### src/rtl/mux_scan_pkg.sv
// Shared mode constants, FSM encoding and index-width helper for the scanning multiplexer.
package mux_scan_pkg;

  localparam logic MODE_MANUAL = 1'b0;
  localparam logic MODE_SCAN   = 1'b1;

  typedef enum logic [1:0] {
    ST_HOLD   = 2'd0,
    ST_MANUAL = 2'd1,
    ST_SCAN   = 2'd2
  } state_t;

  function automatic int sel_width(input int n);
    return (n > 1) ? $clog2(n) : 1;
  endfunction

endpackage

### src/rtl/mux_scan_n_to_1_if.sv
// Source-side inputs and registered channel outputs of the N-to-1 scanning multiplexer.
interface mux_scan_n_to_1_if #(
  parameter int N_CH = 4,
  parameter int W    = 4
);
  import mux_scan_pkg::*;

  localparam int SEL_W = sel_width(N_CH);

  logic [N_CH*W-1:0] din;
  logic              mode;
  logic [SEL_W-1:0]  man_sel;
  logic [N_CH-1:0]   en_mask;
  logic [W-1:0]      dout;
  logic [SEL_W-1:0]  ch_sel;
  logic [N_CH-1:0]   ch_onehot;
  logic              valid;
  logic              scan_wrap;

  modport master (
    output din, mode, man_sel, en_mask,
    input  dout, ch_sel, ch_onehot, valid, scan_wrap
  );

  modport slave (
    input  din, mode, man_sel, en_mask,
    output dout, ch_sel, ch_onehot, valid, scan_wrap
  );

endinterface

### src/rtl/rr_next_ch.sv
// Combinational round-robin search: next enabled channel strictly after cur, modulo N_CH.
module rr_next_ch #(
  parameter int N_CH  = 4,
  parameter int SEL_W = 2
) (
  input  logic [SEL_W-1:0] cur,
  input  logic [N_CH-1:0]  en_mask,
  output logic [SEL_W-1:0] nxt,
  output logic             found,
  output logic             wrap
);

  int idx;

  // Walk offsets from farthest to nearest so the nearest enabled channel is the last write.
  always_comb begin
    nxt   = cur;
    found = 1'b0;
    idx   = 0;
    for (int i = N_CH; i >= 1; i--) begin
      idx = (int'(cur) + i) % N_CH;
      if (en_mask[idx[SEL_W-1:0]]) begin
        nxt   = idx[SEL_W-1:0];
        found = 1'b1;
      end
    end
    wrap = found && (nxt < cur);
  end

endmodule

### src/rtl/mux_scan_n_to_1.sv
// N-channel W-bit mux with registered outputs, manual select or self-timed round-robin scan.
// One-cycle latency; a one-cycle HOLD state follows reset release.
module mux_scan_n_to_1
  import mux_scan_pkg::*;
#(
  parameter int N_CH     = 4,
  parameter int W        = 4,
  parameter int SCAN_DIV = 4
) (
  input logic              clk,
  input logic              rst,
  mux_scan_n_to_1_if.slave bus
);

  localparam int SEL_W = sel_width(N_CH);
  localparam int PW    = $clog2(SCAN_DIV + 1);

  state_t           state;
  logic [PW-1:0]    presc_q;
  logic [SEL_W-1:0] ch_sel_q;
  logic [W-1:0]     dout_q;
  logic [N_CH-1:0]  oh_q;
  logic             valid_q;
  logic             wrap_q;

  logic [PW-1:0]    presc_eff;
  logic             tc;
  logic             advance;
  logic             man_ok;
  logic             scan_vld;
  logic [SEL_W-1:0] rr_nxt;
  logic [SEL_W-1:0] scan_nxt;
  logic             rr_found;
  logic             rr_wrap;

  function automatic logic [W-1:0] pick(input logic [N_CH*W-1:0] d, input logic [SEL_W-1:0] k);
    logic [W-1:0] r;
    r = '0;
    for (int i = 0; i < N_CH; i++)
      if (k == SEL_W'(i)) r = d[i*W +: W];
    return r;
  endfunction

  function automatic logic [N_CH-1:0] onehot(input logic [SEL_W-1:0] k);
    logic [N_CH-1:0] r;
    r = '0;
    for (int i = 0; i < N_CH; i++)
      if (k == SEL_W'(i)) r[i] = 1'b1;
    return r;
  endfunction

  rr_next_ch #(
    .N_CH  (N_CH),
    .SEL_W (SEL_W)
  ) u_rr (
    .cur     (ch_sel_q),
    .en_mask (bus.en_mask),
    .nxt     (rr_nxt),
    .found   (rr_found),
    .wrap    (rr_wrap)
  );

  // Entering SCAN from another state restarts the dwell count from zero.
  assign presc_eff = (state == ST_SCAN) ? presc_q : '0;
  assign tc        = (presc_eff == PW'(SCAN_DIV - 1));
  assign advance   = tc && rr_found;
  assign scan_nxt  = advance ? rr_nxt : ch_sel_q;
  assign scan_vld  = |(onehot(scan_nxt) & bus.en_mask);
  assign man_ok    = (int'(bus.man_sel) < N_CH);

  always_ff @(posedge clk) begin
    if (rst) begin
      state    <= ST_HOLD;
      presc_q  <= '0;
      ch_sel_q <= '0;
      dout_q   <= '0;
      oh_q     <= '0;
      valid_q  <= 1'b0;
      wrap_q   <= 1'b0;
    end else begin
      case (state)
        ST_HOLD: begin
          state <= (bus.mode == MODE_SCAN) ? ST_SCAN : ST_MANUAL;
        end
        default: begin
          if (bus.mode == MODE_MANUAL) begin
            state  <= ST_MANUAL;
            wrap_q <= 1'b0;
            if (man_ok) begin
              ch_sel_q <= bus.man_sel;
              dout_q   <= pick(bus.din, bus.man_sel);
              oh_q     <= onehot(bus.man_sel);
              valid_q  <= 1'b1;
            end else begin
              oh_q    <= '0;
              valid_q <= 1'b0;
            end
          end else begin
            state    <= ST_SCAN;
            presc_q  <= tc ? '0 : presc_eff + PW'(1);
            ch_sel_q <= scan_nxt;
            dout_q   <= pick(bus.din, scan_nxt);
            oh_q     <= scan_vld ? onehot(scan_nxt) : '0;
            valid_q  <= scan_vld;
            wrap_q   <= advance && rr_wrap;
          end
        end
      endcase
    end
  end

  assign bus.dout      = dout_q;
  assign bus.ch_sel    = ch_sel_q;
  assign bus.ch_onehot = oh_q;
  assign bus.valid     = valid_q;
  assign bus.scan_wrap = wrap_q;

endmodule

### src/flat_wrapper.sv
// flat-port wrapper written by rule: the top's interface ports become plain ports
module mux_scan_n_to_1_flat import mux_scan_pkg::*;
#(
  parameter int N_CH     = 4,
  parameter int W        = 4,
  parameter int SCAN_DIV = 4
)
  (clk, rst, bus_din, bus_mode, bus_man_sel, bus_en_mask, bus_dout, bus_ch_sel, bus_ch_onehot, bus_valid, bus_scan_wrap);
  mux_scan_n_to_1_if #(.N_CH(N_CH), .W(W)) bus_i ();
  input logic clk;
  input logic rst;
  input wire logic [$bits(bus_i.din)-1:0] bus_din;
  input wire logic [$bits(bus_i.mode)-1:0] bus_mode;
  input wire logic [$bits(bus_i.man_sel)-1:0] bus_man_sel;
  input wire logic [$bits(bus_i.en_mask)-1:0] bus_en_mask;
  output wire logic [$bits(bus_i.dout)-1:0] bus_dout;
  output wire logic [$bits(bus_i.ch_sel)-1:0] bus_ch_sel;
  output wire logic [$bits(bus_i.ch_onehot)-1:0] bus_ch_onehot;
  output wire logic [$bits(bus_i.valid)-1:0] bus_valid;
  output wire logic [$bits(bus_i.scan_wrap)-1:0] bus_scan_wrap;
  assign bus_i.din = bus_din;
  assign bus_i.mode = bus_mode;
  assign bus_i.man_sel = bus_man_sel;
  assign bus_i.en_mask = bus_en_mask;
  assign bus_dout = bus_i.dout;
  assign bus_ch_sel = bus_i.ch_sel;
  assign bus_ch_onehot = bus_i.ch_onehot;
  assign bus_valid = bus_i.valid;
  assign bus_scan_wrap = bus_i.scan_wrap;
  mux_scan_n_to_1 #(.N_CH(N_CH), .W(W), .SCAN_DIV(SCAN_DIV)) u_core (.clk(clk), .rst(rst), .bus(bus_i));
endmodule
### config.mk
export PLATFORM = sky130hd
export DESIGN_NAME = mux_scan_n_to_1_flat
export DESIGN_NICKNAME = d
export VERILOG_FILES = /design/src/rtl/mux_scan_pkg.sv /design/src/rtl/mux_scan_n_to_1_if.sv /design/src/rtl/rr_next_ch.sv /design/src/rtl/mux_scan_n_to_1.sv /design/src/flat_wrapper.sv
export SDC_FILE = /design/constraint.sdc
export NUM_CORES = 1
export LEC_CHECK = 0
export CAP_MARGIN = 20
export CORE_MARGIN = 2
export CORE_UTILIZATION = 31
export CTS_CLUSTER_DIAMETER = 30
export DETAILED_ROUTE_END_ITERATION = 8
export PLACE_DENSITY_LB_ADDON = 0.25
export SYNTH_ARGS = -nofsm -noshare
export SYNTH_HDL_FRONTEND = slang
export SYNTH_SLANG_ARGS = --single-unit
### constraint.sdc
create_clock -name clk -period 2.5 [get_ports clk]
set_input_delay 0.5 -clock clk [delete_from_list [all_inputs] [get_ports clk]]
set_output_delay 0.5 -clock clk [all_outputs]
set_load 0.02 [all_outputs]
After elaboration in Yosys (flattened, before gate mapping)
Index checks and enable logic that the tools add are counted.
{ "word_totals": {"inputBits": 25, "register_bits": 17, "output_inout_bits": 12, "wordCells": 77} }
{ "op_classes": {"eq_ne": 8, "n_mux": 42, "bitwise_logic": 2, "add_sub_neg": 5, "reduce_logical": 8, "magnitude_cmp": 5} }
{ "op_table": {"columns": ["cell", "count"], "rows": [
  ["2-to-1 mux 4 bit", 11],
  ["2-to-1 mux 1 bit", 18],
  ["2-to-1 mux 2 bit", 7],
  ["less-than comparator 2 x 3 -> 1 bit (second input constant)", 4],
  ["equality test 2 bit (second input constant)", 5],
  ["binary-select mux 1 bit (select 2 bit)", 4],
  ["zero test 2 bit", 3],
  ["2-to-1 mux 3 bit", 2],
  ["adder 2 x 1 -> 2 bit (second input constant)", 2],
  ["adder 2 bit (second input constant)", 2],
  ["AND 4 bit", 1],
  ["equality test 2 x 1 -> 1 bit (second input constant)", 2],
  ["OR reduction 4 bit", 1],
  ["adder 3 x 1 -> 3 bit (second input constant)", 1],
  ["equality test 3 x 2 -> 1 bit (second input constant)", 1],
  ["logical AND 1 bit", 3],
  ["less-than comparator 2 bit", 1],
  ["AND reduction 2 bit", 1],
  ["NOT 1 bit", 1]
]} }

Logic depth before layout (Yosys ltp)
Gate-level depths: netlist (run 1).
{ "logic_depth": {"depth_word": 15, "depth_mapped": 9, "mapped_depth_nobuf": 8} }

Cells and area by module
Synthesis (run 1) repeated with hierarchy kept, for this count alone.
{ "hier_totals": {"cells_unflattened": 155, "hier_area_um2": 1270.0} }
{ "by_module_without_submodules": {"columns": ["mod", "area_each_um2", "cells_each", "instances", "seq_area_each_um2"], "rows": [
  ["mux_scan_n_to_1", 1136.1, 134, 1, 340.3],
  ["rr_next_ch", 133.9, 21, 1, 0.0]
]} }

Worst setup path before layout (run 1)
No wires, ideal clock.
{ "synth_path": {"kind": "input -> register", "start": "input bus_en_mask[1]", "end": "register u_core.dout_q[0] (netlist: u_core.bus.dout[0])", "slack_ns": 0.373, "required_time_ns": 2.404, "path_stages": 7, "arrival_time_ns": 2.031, "setup_ns": 0.096, "n_path_buf": 1, "cell_sequence": "or4_4 and3_4 buf_6 and3_4 nand3_2 o221ai_1 o41ai_2"} }
{ "synth_between": {"elab_chain_cells": 14, "word_cells_on_any_way": 27, "cone_classes": "eq/ne: 3; mux: 22; reduce/logical: 2"} }
{ "synth_rtl": {"columns": ["item", "line", "source"], "rows": [
  ["start: declaration", "flat_wrapper.sv:15", "input wire logic [$bits(bus_i.en_mask)-1:0] bus_en_mask;"],
  ["binary-select mux 1 bit (select 2 bit)", "rr_next_ch.sv:22", "if (en_mask[idx[SEL_W-1:0]]) begin"],
  ["2-to-1 mux 1 bit (implied by the code)", "rr_next_ch.sv:22", null],
  ["2-to-1 mux 1 bit (4 in a row)", "rr_next_ch.sv:22", null],
  ["logical AND 1 bit", "mux_scan_n_to_1.sv:66", "assign advance = tc && rr_found;"],
  ["2-to-1 mux 2 bit (*)", "mux_scan_n_to_1.sv:67", "assign scan_nxt = advance ? rr_nxt : ch_sel_q;"],
  ["zero test 2 bit", "mux_scan_n_to_1.sv:40", "if (k == SEL_W'(i)) r = d[i*W +: W];"],
  ["2-to-1 mux 4 bit (3 in a row)", "mux_scan_n_to_1.sv:40", null],
  ["2-to-1 mux 4 bit (*)", "mux_scan_n_to_1.sv:40", null],
  ["2-to-1 mux 4 bit (*)", "mux_scan_n_to_1.sv:86", "if (bus.mode == MODE_MANUAL) begin"],
  ["end signal: assignment", "mux_scan_n_to_1.sv:91", "dout_q <= pick(bus.din, bus.man_sel);"],
  ["end signal: assignment", "mux_scan_n_to_1.sv:102", "dout_q <= pick(bus.din, scan_nxt);"],
  ["end: declaration", "mux_scan_n_to_1.sv:21", "logic [W-1:0] dout_q;"]
]} }
Mark *: on every way between the ends. The rest lies on a longest branch, timed or not. The select of a mux whose other input is x is not followed.
A chain may end at the register's enable or synchronous reset.

Worst setup path in the final report (run 1)
{ "layout_path": {"start": "input bus_en_mask[3]", "end": "register u_core.dout_q[0] (netlist: u_core.bus.dout[0])"} }
The elaborated chain is that of the path after synthesis.

==> results.json, run 1 <==
{
  "outcome": "complete, no violations",
  "clk-insertion-delay-late_ns": 0.26,
  "synth_xor_area_frac": 0,
  "initial_core_util": 0.3172,
  "vias": 1791,
  "r2r_start": "u_core.state[1]",
  "peakVddDrop_uv": 220.4,
  "ctsHtreeMaxLevel": 1,
  "crit_path_top_delay_cell": "clkdlybuf4s50_1",
  "synthSimpleGateAreaFrac": 0.3031,
  "leakage_nw": 0.9008,
  "hold_path_depth": 2,
  "num-nets-final": 288,
  "setup_viol": 0,
  "dr.pass1.iters": 4,
  "crit_type": "input pin to register",
  "design_area_mm2": 0.002333,
  "hpwl_um": 3703,
  "ant_nets": 0,
  "synth_top_family_by_area": "compound AO/OA/AOI/OAI gates",
  "dieHeight_um": 75.60,
  "grt_max_degree": 26,
  "synth_ff_type": "dfxtp_1",
  "grt_usage": 0.1823,
  "die-area_mm2": 0.005715,
  "yosysMostFrequentCell": "nor2_1",
  "synth_compound_area_frac": 0.3409,
  "antenna_found_initial": 0,
  "ctsRootBufferMaster": "clkbuf_8",
  "syn_area_per_cell_um2": 8.066,
  "hold_violations": 0,
  "clk_pin_slew_ns": 0.08,
  "drive_gt1_frac": 0.2654,
  "arrival_ns": 2.54,
  "yosys.area.top_type": "dfxtp_1",
  "cts_hold_buf": 0,
  "path_buf_inv": 2,
  "drt_iter0_drc": 80,
  "drt_wl_total_um": 4988,
  "critPathRequiredTime_ns": 2.65,
  "seq_area_frac_synth": 0.2142,
  "cpLargestDelayFamily": "compound AO/OA/AOI/OAI gates",
  "finalMaxSlewViolations": 0,
  "crit_chain": "clkdlybuf4s50_1 -> buf_4 -> o22ai_2 -> a221o_2 -> or4_1 -> a21oi_1 -> o41ai_2",
  "portBuffers": 36,
  "cp-end-kind": "register",
  "fin_util": 0.4658,
  "die_w_um": 75.60,
  "synthMuxAreaShare": 0.05669,
  "wl_per_cell_um": 15.12,
  "r2r_end": "u_core.bus.dout[0]",
  "synthesis.nets": 224,
  "cts.path.max_buffers": 2,
  "drc": 0,
  "synth_fa_ha_area_frac": 0.01575,
  "clock-sinks": 17,
  "yosys-top-cells-count": "nor2_1, dfxtp_1, a21oi_1",
  "cap_violations": 0,
  "cpPeakStageDelay_ns": 0.51,
  "vias_per_cell": 5.427,
  "ff2ff_path_depth": 8,
  "grt_overflow_total": 0,
  "rrSetupSlack_ns": 0.29,
  "io_pins": 37,
  "power.total_uw": 874.8,
  "ys_ff_latch": 17,
  "tns_ns": 0,
  "area_growth_pct": 46.85,
  "rows": 26,
  "async_flop_share": 0,
  "syn_inst": 197,
  "numCtsBuffers": 3,
  "netlist.area_leader.share": 0.2142,
  "synth_edf_count": 0,
  "insertedDiodeCount": 0,
  "synthTopCellsByArea": "dfxtp_1, nor2_1, mux4_2, a21oi_1, o41ai_2",
  "synthesis.area_mm2": 0.001589,
  "grt_pass1_wl_um": 7983,
  "max-slew-margin-rel": 0.6298,
  "yosys_warnings": 0,
  "core_area_mm2": 0.005010,
  "timing.final.crit_share": 0.9572,
  "period_needed_ns": 2.393,
  "grt_pass1_vias": 1657,
  "cts_tree": "built",
  "tightest_slew_ns": 0.5553,
  "max_freq_mhz": 417.9,
  "hold_end": "u_core.presc_q[1]",
  "min-delay-start": "u_core.presc_q[1]",
  "crit_fanout": 9,
  "fin_skew_ns": 0.005746,
  "powerDensity_mw_per_mm2": 374.9,
  "synth_cell_types": 58,
  "gp_congestion": 0.8340,
  "placed_area_mm2": 0.002235,
  "critPathLaunchType": "input pin",
  "hp-class": "register to register"
}
-- sequential cells by signal (all words and copies together), names as in the netlist --
signal and count:
u_core.bus.scan_wrap 1, u_core.bus.dout 4, u_core.bus.ch_onehot 4, u_core.bus.ch_sel 2, u_core.presc_q 3, u_core.state 2
u_core.bus.valid 1
-- area by class of cell --
type                            count  area [um^2]
Multi-Input combinational cell    156         1171
Clock inverter                      1        5.005
Fill cell                         540         2676
Clock buffer                        3        41.29
Tap cell                           70        87.58
Timing Repair Buffer               75        658.1
Inverter                            8        30.03
Sequential cell                    17        340.3
-- layer usage --
layer / GRT usage / vias to the layer above / wire [um]
met4: 0.04873 / 0 / 90
met3: 0.03307 / 8 / 176
li1: - / 879 / -
met1: 0.2490 / 859 / 2279
met5: 0 / - / 0
met2: 0.2966 / 45 / 2442
-- placed cells by master (no fill, tap or decap), types with 5 or more instances in the layout --
cell,synthesis,final
a21oi_1,14,14
a22oi_1,5,5
buf_4,1,39
clkdlybuf4s50_1,0,34
dfxtp_1,17,17
inv_1,8,8
nand2_1,11,11
nand2b_1,6,6
nor2_1,25,25
nor2b_1,7,7
nor3_1,7,5
o22ai_1,5,5
-- cell families (layout without fill, tap and decap cells) --
group                      count (synthesis)  in the layout
buffers and inverters                     24             87
AOI/OAI and AO/OA                         64             64
DFF                                       17             17
adders and majority gates                  2              2
and+or+nand+nor                           86             86
muxes                                      4              4
-- per-stage QoR --
step           std cells  hold WS (ns)  setup WS (ns)
6_report             330        0.4514         0.1070
5_1_grt              330        0.4686       -0.02711
4_1_cts              330        0.4510        0.01653
3_5_place_dp         324        0.4415        -0.3191
3_3_place_gp         324        0.4356        -0.1865
2_1_floorplan        197        0.4301         0.3735
-- worst max path at each step --
stage / slack [ns] / startpoint / to / cells past startpoint
2_1_floorplan: 0.37 / bus_en_mask[1] / u_core.bus.dout[0] / 7
3_3_place_gp: -0.19 / bus_en_mask[1] / u_core.bus.dout[0] / 8
3_5_place_dp: -0.32 / bus_en_mask[1] / u_core.bus.dout[0] / 7
4_1_cts: 0.02 / bus_en_mask[1] / u_core.bus.dout[0] / 8
5_1_grt: -0.03 / bus_en_mask[3] / u_core.bus.scan_wrap / 10
6_report: 0.11 / bus_en_mask[3] / u_core.bus.dout[0] / 7
-- power breakdown --
group          internal [mW]  switching (mW)  total [mW]  leakage (nW)
sequential             0.290          0.0162       0.306         0.140
combinational          0.180           0.170       0.350         0.735
clock                  0.111           0.108       0.219        0.0255
-- worst reg2reg max path, stage by stage, from the launching register on --
cell	delay (ns)
dfxtp_1	0.44
nor3b_1	0.22
ha_1	0.32
and3_4	0.29
a31o_1	0.16
o32ai_2	0.08
buf_4	0.17
and2b_1	0.17
o41ai_2	0.28
-- what timing repair did --
action / CTS / global route
pin swaps: 1 / 1
setup buffers: 2 / 0
endpoints found under the setup margin: 1 / 9
resized for setup: 1 / 9
No activity file was read; power rests on OpenSTA's default activity.
==> run 2: changes to the inputs <==
ABC_CLOCK_PERIOD_IN_PS = 2500   (was default)
CORE_UTILIZATION = 50   (was 31)
GPL_ROUTABILITY_DRIVEN = 1   (was default)
==> results.json, run 2 (synthesis results as in run 1) <==
{
  "outcome": "complete, no violations",
  "drive_gt1_frac": 0.2353,
  "powerDensity_mw_per_mm2": 370.3,
  "grt_usage": 0.3062,
  "num-nets-final": 283,
  "setup_viol": 0,
  "rows": 20,
  "met1_usage": 0.4344,
  "design_area_mm2": 0.002228,
  "drt_wl_total_um": 5200,
  "mostFrequentLayoutCells": "buf_4, clkdlybuf4s50_1, nor2_1, dfxtp_1, a21oi_1",
  "drc": 0,
  "arrival_ns": 2.57,
  "hp-class": "register to register",
  "cts_setup_buffers": 0,
  "vias": 1813,
  "portBuffers": 36,
  "die_w_um": 60.38,
  "clock-sinks": 17,
  "max-slew-margin-rel": 0.6408,
  "clk-insertion-delay-late_ns": 0.31,
  "r2r_end": "u_core.bus.dout[3]",
  "gp_congestion": 0.9784,
  "critPathLaunchType": "input pin",
  "dr.pass1.iters": 4,
  "core_area_mm2": 0.003028,
  "cpLargestDelayFamily": "compound AO/OA/AOI/OAI gates",
  "dpl.cell_count": 295,
  "cap_violations": 0,
  "tightest_slew_ns": 0.5388,
  "grt_setup_unrepaired": "false",
  "area_growth_pct": 40.24,
  "grt_max_degree": 20,
  "min-delay-start": "u_core.presc_q[1]",
  "finalMaxSlewViolations": 0,
  "ant_nets": 0,
  "numCtsBuffers": 3,
  "fin_skew_ns": 0.004489,
  "io_pins": 37,
  "hold_end": "u_core.presc_q[1]",
  "antenna_found_initial": 0,
  "ctsRootBufferMaster": "clkbuf_4",
  "vias_per_cell": 6.064,
  "max_freq_mhz": 426.1,
  "leakage_nw": 0.8678,
  "critPathRequiredTime_ns": 2.72,
  "layout.cells.non_filler": 299,
  "met2_usage": 0.4798,
  "hpwl_um": 4067,
  "crit_fanout": 6,
  "rrSetupSlack_ns": 0.24,
  "timing.final.crit_share": 0.9387,
  "grt_overflow_total": 0,
  "wl_per_cell_um": 17.39,
  "cp-end-kind": "register",
  "grt_pass1_wl_um": 8307,
  "die-area_mm2": 0.003645,
  "r2r_start": "u_core.state[1]",
  "power.total_uw": 825.1,
  "clk_pin_slew_ns": 0.12,
  "grt_pass1_vias": 1721,
  "drt_iter0_drc": 156,
  "final_common_cell": "buf_4",
  "hold_violations": 0,
  "cpPeakStageDelay_ns": 0.50,
  "hold_path_depth": 2,
  "crit_chain": "clkdlybuf4s50_1 -> or4_4 -> a31oi_4 -> a31oi_2 -> a32oi_2 -> nor2_1 -> o41ai_2",
  "insertedDiodeCount": 0,
  "crit_path_top_delay_cell": "clkdlybuf4s50_1",
  "cts.path.max_buffers": 2,
  "met3_usage": 0.04051,
  "initial_core_util": 0.5248,
  "cts_tree": "built",
  "peakVddDrop_uv": 214.0,
  "crit_type": "input pin to register",
  "period_needed_ns": 2.347,
  "placed_area_mm2": 0.002180,
  "dieHeight_um": 60.38,
  "path_buf_inv": 1,
  "ff2ff_path_depth": 7,
  "ctsHtreeMaxLevel": 1,
  "grt.busiest_layer": "met2"
}
==> run 2: through the flow <==
step / utilization / setup WS, ns / hold WS (ns) / TNS [ns]
6_report: 0.7360 / 0.1533 / 0.4648 / 0
5_1_grt: 0.7360 / 0.04049 / 0.4837 / 0
4_1_cts: 0.7281 / 0.01250 / 0.4648 / 0
3_5_place_dp: 0.7198 / -0.3526 / 0.4470 / -2.784
3_3_place_gp: 0.7198 / -0.2109 / 0.4362 / -1.837
2_1_floorplan: - / 0.3735 / 0.4301 / 0
==> run 2: where the power goes <==
group / switching, mW / internal [mW]
sequential: 0.0168 / 0.290
clock: 0.108 / 0.0624
combinational: 0.174 / 0.175
total: 0.298 / 0.527
==> run 2: area by class of cell <==
class	count	area (um^2)
Multi-Input combinational cell	156	1157
Fill cell	252	799.5
Timing Repair Buffer	70	619.3
Sequential cell	17	340.3
Tap cell	44	55.05
Inverter	8	30.03
Clock buffer	4	26.28
==> run 2: per-layer routing <==
| metal | vias to the layer above | part of all wire | routed length, um |
|---|---|---|---|
| met3 | 16 | 0.075 | 392 |
| met5 | - | 0 | 0 |
| met2 | 85 | 0.47 | 2459 |
| li1 | 864 | - | - |
| met1 | 848 | 0.43 | 2222 |
| met4 | 0 | 0.024 | 126 |
==> run 2: how the worst max path moves through the flow <==
stage,from,end,slack (ns),cells past startpoint
detailed placement,bus_en_mask[0],u_core.bus.dout[0],-0.35,7
global placement,bus_en_mask[0],u_core.bus.dout[1],-0.21,7
global route,u_core.state[1],u_core.bus.dout[0],0.04,7
CTS,bus_en_mask[1],u_core.bus.dout[0],0.01,7
floorplan,bus_en_mask[1],u_core.bus.dout[0],0.37,7
finish,bus_en_mask[2],u_core.bus.dout[0],0.15,7
==> run 2: what timing repair did <==
item                                    in CTS  in global routing
endpoints found under the setup margin       3                  7
hold buffers                                 0                  0
resized for setup                            1                  5
pin swaps                                    1                  1
hold endpoints to repair                     0                  0
==> run 2: worst min-delay path: stages, from the launching register on <==
cell and delay [ns]:
dfxtp_1 0.33, nand2_1 0.05, a21oi_1 0.05
